--- config.mk ---
export PLATFORM = sky130hd
export DESIGN_NAME = mario_power_ctrl_flat
export DESIGN_NICKNAME = d
export VERILOG_FILES = /design/src/rtl/mario_power_if.sv /design/src/rtl/mario_power_ctrl.sv /design/src/flat_wrapper.sv
export SDC_FILE = /design/constraint.sdc
export NUM_CORES = 1
export LEC_CHECK = 0
export CAP_MARGIN = 20
export CORE_UTILIZATION = 54
export DETAILED_ROUTE_END_ITERATION = 10
export PLACE_DENSITY = 0.77
export SYNTH_ARGS = -nofsm -noshare
export SYNTH_HDL_FRONTEND = slang
export SYNTH_SLANG_ARGS = --single-unit
--- constraint.sdc ---
create_clock -name clk -period 2.3 [get_ports clk]
set_input_delay 0.345 -clock clk [delete_from_list [all_inputs] [get_ports clk]]
set_output_delay 0.345 -clock clk [all_outputs]
set_load 0.1 [all_outputs]
--- src/rtl/mario_power_if.sv ---
// Event pulses from game logic into the power controller, and the power
// configuration bits it returns to the sprite block and the game logic.
interface mario_power_if;
    // Single-cycle pulses with no valid/ready: each is an event in the cycle it is
    // high. The controller cannot stall them, so a pulse it does not act on is lost.
    logic       tick;
    logic       got_mushroom;
    logic       got_star;
    logic       hit_enemy;
    logic       fell;
    logic       level;
    logic       hero;
    logic       freeze;
    logic       invuln;
    logic       dead;
    logic [7:0] hero_remain;

    modport master (
        output tick, got_mushroom, got_star, hit_enemy, fell,
        input  level, hero, freeze, invuln, dead, hero_remain
    );

    modport slave (
        input  tick, got_mushroom, got_star, hit_enemy, fell,
        output level, hero, freeze, invuln, dead, hero_remain
    );
endinterface

--- src/rtl/mario_power_ctrl.sv ---
// Player power-state controller: small/big size, flicker transitions, star timer,
// post-damage grace period and the sticky death flag.
module mario_power_ctrl #(
    parameter int HERO_TICKS  = 64,
    parameter int TRANS_TICKS = 8,
    parameter int GRACE_TICKS = 32
) (
    input  logic          clk,
    input  logic          rstn,
    mario_power_if.slave  bus,
    output logic [2:0]    state_dbg
);
    typedef enum logic [2:0] {
        SMALL  = 3'd0,
        GROW   = 3'd1,
        BIG    = 3'd2,
        SHRINK = 3'd3,
        DEAD   = 3'd4
    } state_t;

    state_t     state;
    logic [7:0] hero_cnt;
    logic [7:0] grace_cnt;
    logic [7:0] hero_cnt_n;
    logic [7:0] grace_cnt_n;
    logic [3:0] trans_cnt;
    logic       level_q;
    logic       hero_q;
    logic       freeze_q;
    logic       invuln_q;
    logic       dead_q;

    logic active;
    logic do_fell;
    logic do_hit;
    logic do_star;
    logic do_mush;
    logic to_dead;
    logic trans_done;

    // Events only matter in SMALL/BIG; each decode already masks higher-priority
    // events that are applicable, so at most one of them is set.
    assign active     = (state == SMALL) || (state == BIG);
    assign do_fell    = active && bus.fell;
    assign do_hit     = active && !bus.fell && bus.hit_enemy && !invuln_q;
    assign do_star    = active && !bus.fell && !do_hit && bus.got_star;
    assign do_mush    = (state == SMALL) && !bus.fell && !do_hit && !bus.got_star
                        && bus.got_mushroom;
    assign to_dead    = do_fell || (do_hit && (state == SMALL));
    assign trans_done = ((state == GROW) || (state == SHRINK)) && bus.tick
                        && (trans_cnt == 4'd1);

    always_comb begin
        hero_cnt_n = hero_cnt;
        if (to_dead)
            hero_cnt_n = 8'd0;
        else if (do_star)
            hero_cnt_n = 8'(HERO_TICKS);
        else if (active && bus.tick && (hero_cnt != 8'd0))
            hero_cnt_n = hero_cnt - 8'd1;
    end

    always_comb begin
        grace_cnt_n = grace_cnt;
        if (to_dead)
            grace_cnt_n = 8'd0;
        else if (trans_done && (state == SHRINK))
            grace_cnt_n = 8'(GRACE_TICKS);
        else if (active && bus.tick && (grace_cnt != 8'd0))
            grace_cnt_n = grace_cnt - 8'd1;
    end

    always_ff @(posedge clk) begin
        if (!rstn) begin
            state     <= SMALL;
            hero_cnt  <= 8'd0;
            grace_cnt <= 8'd0;
            trans_cnt <= 4'd0;
            level_q   <= 1'b0;
            hero_q    <= 1'b0;
            freeze_q  <= 1'b0;
            invuln_q  <= 1'b0;
            dead_q    <= 1'b0;
        end else begin
            hero_cnt  <= hero_cnt_n;
            grace_cnt <= grace_cnt_n;
            hero_q    <= (hero_cnt_n != 8'd0);
            invuln_q  <= (hero_cnt_n != 8'd0) || (grace_cnt_n != 8'd0);
            case (state)
                SMALL, BIG: begin
                    if (to_dead) begin
                        state    <= DEAD;
                        dead_q   <= 1'b1;
                        level_q  <= 1'b0;
                        freeze_q <= 1'b0;
                    end else if (do_hit) begin
                        state     <= SHRINK;
                        trans_cnt <= 4'(TRANS_TICKS);
                        level_q   <= 1'b0;
                        freeze_q  <= 1'b1;
                    end else if (do_mush) begin
                        state     <= GROW;
                        trans_cnt <= 4'(TRANS_TICKS);
                        level_q   <= 1'b1;
                        freeze_q  <= 1'b1;
                    end
                end
                GROW, SHRINK: begin
                    if (trans_done) begin
                        state     <= (state == GROW) ? BIG : SMALL;
                        level_q   <= (state == GROW);
                        freeze_q  <= 1'b0;
                        trans_cnt <= 4'd0;
                    end else if (bus.tick) begin
                        trans_cnt <= trans_cnt - 4'd1;
                        level_q   <= ~level_q;
                    end
                end
                DEAD: begin
                    dead_q   <= 1'b1;
                    level_q  <= 1'b0;
                    freeze_q <= 1'b0;
                end
                default: state <= SMALL;
            endcase
        end
    end

    assign bus.level       = level_q;
    assign bus.hero        = hero_q;
    assign bus.freeze      = freeze_q;
    assign bus.invuln      = invuln_q;
    assign bus.dead        = dead_q;
    assign bus.hero_remain = hero_cnt;
    assign state_dbg       = state;
endmodule

--- src/flat_wrapper.sv ---
// flat-port wrapper written by rule: the top's interface ports become plain ports
module mario_power_ctrl_flat 
#(
    parameter int HERO_TICKS  = 64,
    parameter int TRANS_TICKS = 8,
    parameter int GRACE_TICKS = 32
)
  (clk, rstn, state_dbg, bus_tick, bus_got_mushroom, bus_got_star, bus_hit_enemy, bus_fell, bus_level, bus_hero, bus_freeze, bus_invuln, bus_dead, bus_hero_remain);
  mario_power_if bus_i ();
  input  logic clk;
  input  logic rstn;
  output logic [2:0] state_dbg;
  input wire logic [$bits(bus_i.tick)-1:0] bus_tick;
  input wire logic [$bits(bus_i.got_mushroom)-1:0] bus_got_mushroom;
  input wire logic [$bits(bus_i.got_star)-1:0] bus_got_star;
  input wire logic [$bits(bus_i.hit_enemy)-1:0] bus_hit_enemy;
  input wire logic [$bits(bus_i.fell)-1:0] bus_fell;
  output wire logic [$bits(bus_i.level)-1:0] bus_level;
  output wire logic [$bits(bus_i.hero)-1:0] bus_hero;
  output wire logic [$bits(bus_i.freeze)-1:0] bus_freeze;
  output wire logic [$bits(bus_i.invuln)-1:0] bus_invuln;
  output wire logic [$bits(bus_i.dead)-1:0] bus_dead;
  output wire logic [$bits(bus_i.hero_remain)-1:0] bus_hero_remain;
  assign bus_i.tick = bus_tick;
  assign bus_i.got_mushroom = bus_got_mushroom;
  assign bus_i.got_star = bus_got_star;
  assign bus_i.hit_enemy = bus_hit_enemy;
  assign bus_i.fell = bus_fell;
  assign bus_level = bus_i.level;
  assign bus_hero = bus_i.hero;
  assign bus_freeze = bus_i.freeze;
  assign bus_invuln = bus_i.invuln;
  assign bus_dead = bus_i.dead;
  assign bus_hero_remain = bus_i.hero_remain;
  mario_power_ctrl #(.HERO_TICKS(HERO_TICKS), .TRANS_TICKS(TRANS_TICKS), .GRACE_TICKS(GRACE_TICKS)) u_core (.clk(clk), .rstn(rstn), .bus(bus_i), .state_dbg(state_dbg));
endmodule
==> flow_summary.json <==
{
  "post-cts-setup-buffer-count": 0,
  "synth_async_sr_flop_share_pct": 0,
  "setup_viol": 0,
  "grt_first_pass_wirelength_um": 6490,
  "vias_per_cell": 5.72,
  "power_density_mw_per_mm2": 901,
  "design.die.area_mm2": 0.00339,
  "ys_ff_latch": 28,
  "syn_inst": 212,
  "critPathRequiredTime_ns": 2.55,
  "floorplan.die.height_um": 58.2,
  "synth_sequential_area_ratio_pct": 32.8,
  "cap_viol_max_count": 0,
  "fin_total_pwr_mw": 1.86,
  "setup.worst_path.start_class": "flip-flop",
  "cp-endpoint": "u_core.bus.invuln$_SDFF_PN0_",
  "timing.slew.headroom_pct": 64.3,
  "critPathMaxFanout": 4,
  "dominant_combinational_cell_family_by_area_after_synthesis": "simple AND/OR/NAND/NOR gates",
  "grt_start_max_net_pins": 16,
  "stdcell_area_mm2": 0.00206,
  "layout.nets": 258,
  "detail_route.wirelength_um": 3950,
  "reg2reg_setup_slack_ns": 0.19,
  "layout.filler_cells": 252,
  "clkSinkCount": 28,
  "global_route.overflow_total": 0,
  "globalplace.congestion": 0.851,
  "finalCoreUtilization_pct": 68.1,
  "wl_per_cell_um": 13.7,
  "drc_errors": 0,
  "core_region_area_mm2": 0.00303,
  "antenna_found_initial": 0,
  "rsz0062_at_grt": "false",
  "r2r_cells": 8,
  "area_growth_syn_to_layout_pct": 20.7,
  "worstPathCellList": "inv_1 -> ha_1 -> nor4b_4 -> or2b_1 -> a31oi_1 -> and4_1 -> a31oi_1 -> a211o_1",
  "cp_max_delay_cell": "dfxtp_1",
  "rr_startpoint": "u_core.grace_cnt[0]$_SDFF_PN0_",
  "critical-path-top-delay-family": "simple AND/OR/NAND/NOR gates",
  "tritoncts.num_buffers": 3,
  "cts_tree": "yes",
  "synth.distinct_cells": 53,
  "floorplan.die.width_um": 58.2,
  "edff_count_synth": 0,
  "multi_input_area_mm2": 0.00108,
  "yosys_warnings": 0,
  "fin_crit_ns": 2.11,
  "crit-reg2reg-capture": "u_core.bus.invuln$_SDFF_PN0_",
  "leakage_nw": 0.819,
  "design.portCount": 23,
  "cts_root_buf": "clkbuf_4",
  "first_global_vias": 1495,
  "synth_compound_area_share_pct": 17.5,
  "share_of_layout_cells_above_drive_strength_1_pct": 18.0,
  "maxClockFrequency_ghz": 0.474,
  "fp_rows": 20,
  "dr.pass1.iters": 4,
  "route.vias.total": 1648,
  "layout_worst_path_cycle_share_pct": 91.7,
  "critical_path.endpoint_type": "flip-flop",
  "slowest_delay_ns": 0.39,
  "initial_core_utilization_pct": 56.4,
  "worstSetupStartpoint": "u_core.grace_cnt[0]$_SDFF_PN0_",
  "run_status": "finished, final reports clean",
  "yosys.area_share.simple_pct": 32.8,
  "worst_hold_path_type": "reg -> reg",
  "timing_max_transition_violations_final": 0,
  "crit_path_frequent_cell": "a31oi_1",
  "worst_pin_slew_ns": 0.531,
  "n_antenna_cell": 0,
  "synth.mux.area_fraction_pct": 4.84,
  "ir_worst_vdd_v": 0.000699,
  "crit_buf_inv": 1,
  "synthesis.area_mm2": 0.00171,
  "clkTransAtPathRegs_ns": 0.16,
  "hpwl_um": 3050,
  "dominantRegCellSynth": "dfxtp_1",
  "cp.arrival_ns": 2.36,
  "synth_adder_area_share_pct": 4.40,
  "synth.avg_cell_area_um2": 8.06,
  "finalHoldViolations": 0,
  "final.setup_skew_ns": 0.00484,
  "drt_iter0_markers": 112,
  "maximum_number_of_buffers_from_clock_root_to_sink": 2,
  "grt_usage_pct": 24.8,
  "htree_levels": 1,
  "tns_ns": 0,
  "holdBufCountCts": 0,
  "final-seq-area_um2": 566,
  "timing.critical_path.depth": 8,
  "synthesis.nets": 225,
  "synth_xor_area_share_pct": 3.08,
  "clkLatencyLatePin_ns": 0.34,
  "drtAntennaViolNets": 0,
  "io_buffers": 22,
  "worst-setup-path-type": "reg -> reg",
  "placement_cell_area_mm2": 0.00201
}
==> Yosys cell counts, types with 5 or more instances <==
| library cell | n | area, µm² |
|---|---|---|
| nor2_1 | 37 | 139 |
| dfxtp_1 | 28 | 561 |
| a21oi_1 | 13 | 65.1 |
| inv_1 | 13 | 48.8 |
| nand2_1 | 10 | 37.5 |
| nor3_1 | 7 | 35.0 |
| o21ai_0 | 7 | 35.0 |
| ha_1 | 6 | 75.1 |
| mux2i_1 | 6 | 60.1 |
| nand3_1 | 6 | 30.0 |
| nand2b_1 | 5 | 31.3 |
| nor2b_1 | 5 | 31.3 |
| o21a_1 | 5 | 37.5 |
==> timing repair <==
item,4_1_cts,5_1_grt
hold endpoints to repair,0,0
setup endpoints to repair,0,2
gates resized for setup,0,2
==> sequential cells by signal, summed over array words and instances (netlist names) <==
signal,flops
u_core.bus.invuln,1
u_core.grace_cnt,8
u_core.state_dbg,3
u_core.bus.hero,1
u_core.bus.level,1
u_core.bus.freeze,1
u_core.bus.dead,1
u_core.trans_cnt,4
u_core.bus.hero_remain,8
==> metrics by stage <==
stage	instances	setup WS, ns	hold slack [ns]
after global placement	284	-0.0147	0.452
after global routing	288	0.0593	0.519
after detailed placement	284	-0.0959	0.456
after floorplan	212	-0.0860	0.463
after CTS	288	0.0659	0.492
final	288	0.190	0.486
==> power by group <==
part | switching [mW] | total (mW) | internal [mW]
registers | 0.0955 | 0.645 | 0.549
clock network | 0.154 | 0.251 | 0.0972
logic | 0.648 | 0.962 | 0.314
==> worst reg2reg max path, delay by kind of cell, from the launching register on <==
family,cells,cell delay (ns)
compound gates,3,0.47
fa+ha+maj,1,0.21
buf+inv,1,0.12
flops,1,0.39
simple gates,3,0.84
==> how the worst min path moves through the flow <==
stage | from | slack [ns] | cells past startpoint | end
floorplan | rstn | 0.46 | 1 | u_core.bus.invuln$_SDFF_PN0_
global placement | u_core.bus.dead$_SDFFE_PN0P_ | 0.45 | 1 | u_core.bus.dead$_SDFFE_PN0P_
detailed placement | u_core.bus.dead$_SDFFE_PN0P_ | 0.46 | 1 | u_core.bus.dead$_SDFFE_PN0P_
CTS | u_core.bus.dead$_SDFFE_PN0P_ | 0.49 | 1 | u_core.bus.dead$_SDFFE_PN0P_
global route | u_core.bus.dead$_SDFFE_PN0P_ | 0.52 | 1 | u_core.bus.dead$_SDFFE_PN0P_
finish | u_core.bus.dead$_SDFFE_PN0P_ | 0.49 | 1 | u_core.bus.dead$_SDFFE_PN0P_
==> layout by cell type, fill, tap and decap left out, types with 5 or more instances in the layout <==
cell type and count:
nor2b_1 5, nand2_1 10, nand3_1 6, nor3_1 7
inv_1 13, nor2_1 37, a21oi_1 13, dfxtp_1 24
buf_4 28, o21a_1 5, ha_1 6, nand2b_1 5
clkdlybuf4s50_1 6, mux2i_1 6, o21ai_0 7
==> logic make-up (layout without fill, tap and decap cells) <==
family	Yosys count	in the layout
mux	8	8
fa+ha+maj	6	6
xor+xnor	6	6
flops	28	28
simple gates	100	100
buf+inv	19	51
compound gates	45	45
==> layout make-up <==
| class | count | area share (%) |
|---|---|---|
| Multi-Input combinational cell | 165 | 52.6 |
| Tap cell | 44 | 2.67 |
| Inverter | 13 | 2.37 |
| Clock buffer | 4 | 1.76 |
| Timing Repair Buffer | 34 | 13.1 |
| Sequential cell | 28 | 27.4 |
==> routing by layer <==
metal	vias to the layer above	GRT usage [%]	part of all wire, %
met4	0	10.9	2.1
met3	7	2.01	3.7
met5	-	0	0
li1	816	-	-
met1	780	29.4	43
met2	45	45.5	52
No activity file was read; power rests on OpenSTA's default activity.
